==> src/rtl/store_buffer_if.sv <==
// Store buffer port bundle: pipeline enqueue, memory write port and load lookup.
// The slave modport is the buffer side; the master modport is the pipeline/memory side.
interface store_buffer_if #(
   parameter int unsigned ADDR_W = 32,
   parameter int unsigned DATA_W = 32
);
   logic              enq_valid;
   logic              enq_ready;
   logic [ADDR_W-1:0] enq_addr;
   logic [DATA_W-1:0] enq_data;
   logic [9:0]        enq_funct;
   logic              mem_w_en;
   logic [ADDR_W-1:0] mem_addr;
   logic [DATA_W-1:0] mem_wdata;
   logic [9:0]        mem_funct;
   logic              mem_ready;
   logic              ld_en;
   logic [ADDR_W-1:0] ld_addr;
   logic              ld_hit;
   logic [DATA_W-1:0] ld_data;
   logic              ld_conflict;

   modport slave (
      input  enq_valid, enq_addr, enq_data, enq_funct, mem_ready, ld_en, ld_addr,
      output enq_ready, mem_w_en, mem_addr, mem_wdata, mem_funct, ld_hit, ld_data, ld_conflict
   );

   modport master (
      output enq_valid, enq_addr, enq_data, enq_funct, mem_ready, ld_en, ld_addr,
      input  enq_ready, mem_w_en, mem_addr, mem_wdata, mem_funct, ld_hit, ld_data, ld_conflict
   );
endinterface

==> src/rtl/store_buffer.sv <==
// In-order committed-store FIFO feeding the data-memory write port, with load forwarding/stall.
// Define STORE_BUF_COALESCE_EN to merge a word store into an identical-word youngest entry.
`ifndef FUNC_SB
`define FUNC_SB 10'h000
`endif
`ifndef FUNC_SH
`define FUNC_SH 10'h001
`endif

module store_buffer #(
   parameter int unsigned DEPTH  = 4,
   parameter int unsigned ADDR_W = 32,
   parameter int unsigned DATA_W = 32
) (
   input  logic                   clk,
   input  logic                   rst,
   store_buffer_if.slave          sb,
   output logic [$clog2(DEPTH):0] count
);
   localparam int unsigned PTR_W = $clog2(DEPTH);
   localparam int unsigned CNT_W = PTR_W + 1;

   logic [ADDR_W-1:0] e_addr  [DEPTH];
   logic [DATA_W-1:0] e_data  [DEPTH];
   logic [9:0]        e_funct [DEPTH];
   logic [DEPTH-1:0]  e_valid;
   logic [PTR_W-1:0]  head, tail, last;

   logic enq_fire, drain, alloc, coalesce;
   logic found, found_word;
   logic [DATA_W-1:0] found_data;
   logic [PTR_W-1:0]  idx;
   logic hit_cond;

   function automatic logic is_word(input logic [9:0] f);
      return (f != `FUNC_SB) && (f != `FUNC_SH);
   endfunction

   assign last         = tail - PTR_W'(1);
   assign sb.enq_ready = (count != CNT_W'(DEPTH));
   assign enq_fire     = sb.enq_valid & sb.enq_ready;
   assign sb.mem_w_en  = (count != '0);
   assign drain        = sb.mem_w_en & sb.mem_ready;
   assign sb.mem_addr  = sb.mem_w_en ? e_addr[head]  : '0;
   assign sb.mem_wdata = sb.mem_w_en ? e_data[head]  : '0;
   assign sb.mem_funct = sb.mem_w_en ? e_funct[head] : '0;

`ifdef STORE_BUF_COALESCE_EN
   // The youngest entry is excluded when it is also the head leaving this cycle.
   assign coalesce = enq_fire && is_word(sb.enq_funct) && (count != '0)
                     && is_word(e_funct[last])
                     && (e_addr[last][ADDR_W-1:2] == sb.enq_addr[ADDR_W-1:2])
                     && !(drain && (last == head));
`else
   assign coalesce = 1'b0;
`endif
   assign alloc = enq_fire & ~coalesce;

   // Walk entries oldest to youngest so the last match is the youngest store.
   always_comb begin
      found      = 1'b0;
      found_word = 1'b0;
      found_data = '0;
      idx        = '0;
      for (int unsigned i = 0; i < DEPTH; i++) begin
         idx = head + PTR_W'(i);
         if (e_valid[idx] && (e_addr[idx][ADDR_W-1:2] == sb.ld_addr[ADDR_W-1:2])) begin
            found      = 1'b1;
            found_word = is_word(e_funct[idx]);
            found_data = e_data[idx];
         end
      end
      if (enq_fire && (sb.enq_addr[ADDR_W-1:2] == sb.ld_addr[ADDR_W-1:2])) begin
         found      = 1'b1;
         found_word = is_word(sb.enq_funct);
         found_data = sb.enq_data;
      end
   end

   assign hit_cond       = found_word && (sb.ld_addr[1:0] == 2'b00);
   assign sb.ld_hit      = sb.ld_en & found & hit_cond;
   assign sb.ld_conflict = sb.ld_en & found & ~hit_cond;
   assign sb.ld_data     = sb.ld_hit ? found_data : '0;

   always_ff @(posedge clk or negedge rst) begin
      if (!rst) begin
         head    <= '0;
         tail    <= '0;
         count   <= '0;
         e_valid <= '0;
         for (int unsigned i = 0; i < DEPTH; i++) begin
            e_addr[i]  <= '0;
            e_data[i]  <= '0;
            e_funct[i] <= '0;
         end
      end else begin
         if (drain) begin
            e_valid[head] <= 1'b0;
            head          <= head + PTR_W'(1);
         end
         if (alloc) begin
            e_addr[tail]  <= sb.enq_addr;
            e_data[tail]  <= sb.enq_data;
            e_funct[tail] <= sb.enq_funct;
            e_valid[tail] <= 1'b1;
            tail          <= tail + PTR_W'(1);
         end
         if (coalesce) e_data[last] <= sb.enq_data;
         count <= count + CNT_W'(alloc) - CNT_W'(drain);
      end
   end
endmodule

==> src/flat_wrapper.sv <==
// flat-port wrapper written by rule: the top's interface ports become plain ports
module store_buffer_flat 
#(
   parameter int unsigned DEPTH  = 4,
   parameter int unsigned ADDR_W = 32,
   parameter int unsigned DATA_W = 32
)
  (clk, rst, count, sb_enq_valid, sb_enq_addr, sb_enq_data, sb_enq_funct, sb_mem_ready, sb_ld_en, sb_ld_addr, sb_enq_ready, sb_mem_w_en, sb_mem_addr, sb_mem_wdata, sb_mem_funct, sb_ld_hit, sb_ld_data, sb_ld_conflict);
  store_buffer_if #(.ADDR_W(ADDR_W), .DATA_W(DATA_W)) sb_i ();
  input  logic clk;
  input  logic rst;
  output logic [$clog2(DEPTH):0] count;
  input wire logic [$bits(sb_i.enq_valid)-1:0] sb_enq_valid;
  input wire logic [$bits(sb_i.enq_addr)-1:0] sb_enq_addr;
  input wire logic [$bits(sb_i.enq_data)-1:0] sb_enq_data;
  input wire logic [$bits(sb_i.enq_funct)-1:0] sb_enq_funct;
  input wire logic [$bits(sb_i.mem_ready)-1:0] sb_mem_ready;
  input wire logic [$bits(sb_i.ld_en)-1:0] sb_ld_en;
  input wire logic [$bits(sb_i.ld_addr)-1:0] sb_ld_addr;
  output wire logic [$bits(sb_i.enq_ready)-1:0] sb_enq_ready;
  output wire logic [$bits(sb_i.mem_w_en)-1:0] sb_mem_w_en;
  output wire logic [$bits(sb_i.mem_addr)-1:0] sb_mem_addr;
  output wire logic [$bits(sb_i.mem_wdata)-1:0] sb_mem_wdata;
  output wire logic [$bits(sb_i.mem_funct)-1:0] sb_mem_funct;
  output wire logic [$bits(sb_i.ld_hit)-1:0] sb_ld_hit;
  output wire logic [$bits(sb_i.ld_data)-1:0] sb_ld_data;
  output wire logic [$bits(sb_i.ld_conflict)-1:0] sb_ld_conflict;
  assign sb_i.enq_valid = sb_enq_valid;
  assign sb_i.enq_addr = sb_enq_addr;
  assign sb_i.enq_data = sb_enq_data;
  assign sb_i.enq_funct = sb_enq_funct;
  assign sb_i.mem_ready = sb_mem_ready;
  assign sb_i.ld_en = sb_ld_en;
  assign sb_i.ld_addr = sb_ld_addr;
  assign sb_enq_ready = sb_i.enq_ready;
  assign sb_mem_w_en = sb_i.mem_w_en;
  assign sb_mem_addr = sb_i.mem_addr;
  assign sb_mem_wdata = sb_i.mem_wdata;
  assign sb_mem_funct = sb_i.mem_funct;
  assign sb_ld_hit = sb_i.ld_hit;
  assign sb_ld_data = sb_i.ld_data;
  assign sb_ld_conflict = sb_i.ld_conflict;
  store_buffer #(.DEPTH(DEPTH), .ADDR_W(ADDR_W), .DATA_W(DATA_W)) u_core (.clk(clk), .rst(rst), .sb(sb_i), .count(count));
endmodule
==> config.mk <==
export PLATFORM = sky130hd
export DESIGN_NAME = store_buffer_flat
export DESIGN_NICKNAME = d
export VERILOG_FILES = /design/src/rtl/store_buffer_if.sv /design/src/rtl/store_buffer.sv /design/src/flat_wrapper.sv
export SDC_FILE = /design/constraint.sdc
export NUM_CORES = 1
export LEC_CHECK = 0
export BUFFER_PORTS_ARGS = -buffer_cell sky130_fd_sc_hd__buf_4
export CAP_MARGIN = 40
export CORE_ASPECT_RATIO = 0.7
export CORE_MARGIN = 2
export CORE_UTILIZATION = 49
export DETAILED_ROUTE_END_ITERATION = 12
export HOLD_SLACK_MARGIN = 0.1
export PLACE_DENSITY = 0.68
export SYNTH_ARGS = -nofsm -noshare
export SYNTH_HDL_FRONTEND = slang
export SYNTH_SLANG_ARGS = --single-unit
export TNS_END_PERCENT = 50
==> constraint.sdc <==
create_clock -name clk -period 6.15 [get_ports clk]
set_input_delay 1.5375 -clock clk [delete_from_list [all_inputs] [get_ports clk]]
set_output_delay 1.5375 -clock clk [all_outputs]
set_load 0.01 [all_outputs]
==> results.json <==
{
  "ctsHoldBuffers": 0,
  "swShare_pct": 41.1,
  "drc": 0,
  "place_ws_ns": 0.388,
  "viasPerCell": 6.61,
  "detail-route-antenna-nets": 0,
  "syn_area_mm2": 0.0225,
  "p_clk_share_pct": 12.7,
  "ys_warn_count": 0,
  "place_inst": 2486,
  "comb_power_share_pct": 63.2,
  "grt.total_usage_pct": 29.5,
  "p_sw_mw": 7.36,
  "power.leakage_nw": 10.7,
  "cts_tree": "built",
  "p_int_mw": 10.6,
  "finalNonFillerCells": 2561,
  "synthFlopType": "dfrtp_1",
  "layout_setup_ws_ns": 0.128,
  "die_area_mm2": 0.0476,
  "yosys.cell_types.count": 70,
  "power.density_mw_per_mm2": 678,
  "num_rows": 65,
  "cts.path.max_buffers": 3,
  "grt.overflow.total": 0,
  "antenna_found_initial": 5,
  "worstSetupPathType": "flop to output pin",
  "grt_max_degree": 136,
  "routedWlPerCell_um": 27.4,
  "p_total_mw": 17.9,
  "core_area_mm2": 0.0451,
  "clock_skew_ns": 0.0293,
  "start_util_pct": 49.8,
  "hp-class": "flop to flop",
  "first_global_vias": 16700,
  "vias": 16900,
  "cp_max_fo": 7,
  "clock_sinks": 307,
  "ir_worst_vdd_uv": 311,
  "reg2reg_depth": 12,
  "num-nets-final": 2051,
  "drive_above_1_share_pct": 48.6,
  "fin_crit_ns": 6.02,
  "clk_pin_slew_ns": 0.06,
  "cap_violations": 0,
  "num-fill-cells": 3711,
  "seq_area_frac_synth_pct": 34.2,
  "asyncSetResetFlopFracSynth_pct": 100,
  "end_kind": "output pin",
  "required_ns": 4.61,
  "cp-start-kind": "flop",
  "synth_seq_cells": 307,
  "fin_crit_sh_pct": 97.9,
  "fp.dieH_um": 183,
  "drt_iter0_drc": 1646,
  "htreeDepth": 2,
  "slew_headroom_pct": 47.6,
  "rsz0062_at_grt": "false",
  "worstHoldPathCells": 1,
  "dp_hpwl_mm": 49.0,
  "clk_latency_ns": 0.55,
  "dr.pass1.iters": 5,
  "synth_edf_count": 0,
  "seq_power_share_pct": 24.1,
  "avgSynthCellArea_um2": 12.8,
  "synth_fp_nets": 1877,
  "wl_mm": 70.2,
  "worst_slew_pin_slew_ns": 0.786,
  "status": "finished clean",
  "cts_made_buffers": 36,
  "finalSetupViolCount": 0,
  "place.gp.congestion": 0.986,
  "hold_viol_final": 0,
  "boundaryPins": 224,
  "grt_pass1_wl_mm": 107,
  "drv_slew": 0,
  "io_buffers": 223,
  "cts-root-buf": "clkbuf_16",
  "fmax_mhz": 166,
  "die_width_um": 260,
  "area_growth_pct": 17.5,
  "syn_inst": 1755,
  "arrival_ns": 4.48,
  "finalSetupTns_ns": 0
}
[cell usage after synthesis, drive strengths merged, types with 2 or more instances]
cell     count  area share, %
o2bb2ai      3           0.12
mux2       308             15
o21ai       48            1.1
mux2i       73            3.3
and4         2          0.078
mux4       230             23
ha          10           0.56
nor3        11           0.24
a21boi       2          0.067
o211ai       9           0.30
buf         69            2.1
xnor2      109            4.2
and2        71            2.0
dfrtp      307             34
o22ai        6           0.17
xor2        26            1.0
and3         8           0.22
inv         57           0.96
nor2        65            1.1
o2111ai      4           0.16
nand3       12           0.27
clkbuf      92            1.5
a2bb2oi      3           0.12
a211o        2          0.078
nor4        17           0.65
a221oi       3           0.12
nand2       41           0.68
a221o       33            1.5
or3          2          0.056
nand4       19           0.53
a21oi       37           0.82
a2111oi      5           0.23
a22oi       35            1.6
a211oi       8           0.31
a32o         3           0.13
o221ai       6           0.23
[flip-flops by register name, indices dropped and copies added (netlist names)]
name	flops
u_core.count	3
u_core.tail	2
u_core.head	2
u_core.e_data	128
u_core.e_valid	4
u_core.e_funct	40
u_core.e_addr	128
[cell type report]
cell class | instances | area [um^2] | area share [%]
timing repair buffer | 297 | 2590 | 9.80
antenna | 3 | 7.51 | 0.0284
sequential | 307 | 7690 | 29.1
clock buffer | 51 | 1060 | 4.01
tap | 603 | 754 | 2.86
inverter | 57 | 216 | 0.819
multi-input combinational | 1230 | 13900 | 52.7
clock inverter | 13 | 181 | 0.687
[critical path, stage by stage (launching register included)]
cell and delay (ns):
dfrtp_4 0.47, inv_2 0.09, ha_4 0.39, buf_12 0.15, buf_6 0.14, mux4_2 0.54
xnor2_2 0.36, nand4_1 0.23, nor4_2 0.38, buf_4 0.21, a211oi_4 0.09, buf_4 0.19
a221o_1 0.37, a22oi_2 0.13, nor2_1 0.06, buf_4 0.14
[cell families (layout without fill, tap and decap cells)]
| kind of cell | after synthesis | after routing | share of synthesized area [%] |
|---|---|---|---|
| and+or+nand+nor | 254 | 254 | 6.12 |
| muxes | 611 | 611 | 41.7 |
| other | 0 | 3 | 0 |
| DFF | 307 | 307 | 34.2 |
| buffers and inverters | 218 | 418 | 4.58 |
| AOI/OAI and AO/OA | 219 | 219 | 7.51 |
| adders and majority gates | 11 | 11 | 0.646 |
| xor gates and xnor gates | 135 | 135 | 5.26 |
[what timing repair did]
item / 4_1_cts / 5_1_grt
pin swaps: 2 / 4
endpoints found under the setup margin: 33 / 33
buffers inserted: 5 / 1
cloned: 0 / 2
resized for setup: 3 / 25
[cell usage in the layout, fill, tap and decap left out, types with 5 or more instances in the layout]
master,count
mux2_2,308
dfrtp_1,305
buf_4,269
mux4_2,230
xnor2_1,104
and2_1,70
mux2i_1,70
nor2_1,65
inv_1,53
o21ai_0,45
clkbuf_16,39
nand2_1,37
a21oi_1,37
a221o_1,33
xor2_1,26
a22oi_2,20
nand4_1,19
a22oi_1,15
buf_12,14
nor4_1,12
nand3_1,12
nor3_1,11
o211ai_1,9
ha_1,9
clkbuf_8,8
and3_1,7
a211oi_1,6
o221ai_1,6
o22ai_1,6
clkbuf_1,6
buf_16,6
xnor2_2,5
clkinv_2,5
[metrics by stage]
stage / utilization (%) / area, um^2 / hold slack (ns)
2_1_floorplan: - / 22500 / 0.474
3_3_place_gp: 54.9 / 24800 / 0.483
3_5_place_dp: 55.3 / 24900 / 0.487
4_1_cts: 58.2 / 26300 / 0.500
5_1_grt: 58.5 / 26400 / 0.525
6_report: 58.5 / 26400 / 0.501
[power by group through the flow]
stage,combinational [mW],sequential (mW),clock [mW]
after CTS,11.1,4.25,2.32
after global placement,10.8,4.15,0
after floorplan,7.94,3.85,0
after global routing,12.0,4.48,2.41
after detailed placement,10.9,4.28,0
final,11.3,4.33,2.28
[path summary, 6_finish.rpt]
kind | slack, ns | end | start
max in group asynchronous | 3.98 | u_core.e_data[98] | rst
worst max-delay path | 0.13 | sb_ld_data[28] | u_core.head[1]
worst max register to register | 3.26 | u_core.count[2] | u_core.count[1]
worst min-delay path | 0.50 | u_core.e_addr[32] | u_core.e_addr[32]
min in group asynchronous | 0.97 | u_core.e_addr[107] | rst
worst min register to register | 0.50 | u_core.e_addr[32] | u_core.e_addr[32]
[routing by layer]
layer	routed length, um	vias up	GRT usage (%)
li1	-	7127	-
met5	8	-	0
met4	1480	2	6.76
met2	31300	789	43.5
met1	31300	8911	45.1
met3	6080	95	5.64
(Power assumes the default switching activity.)
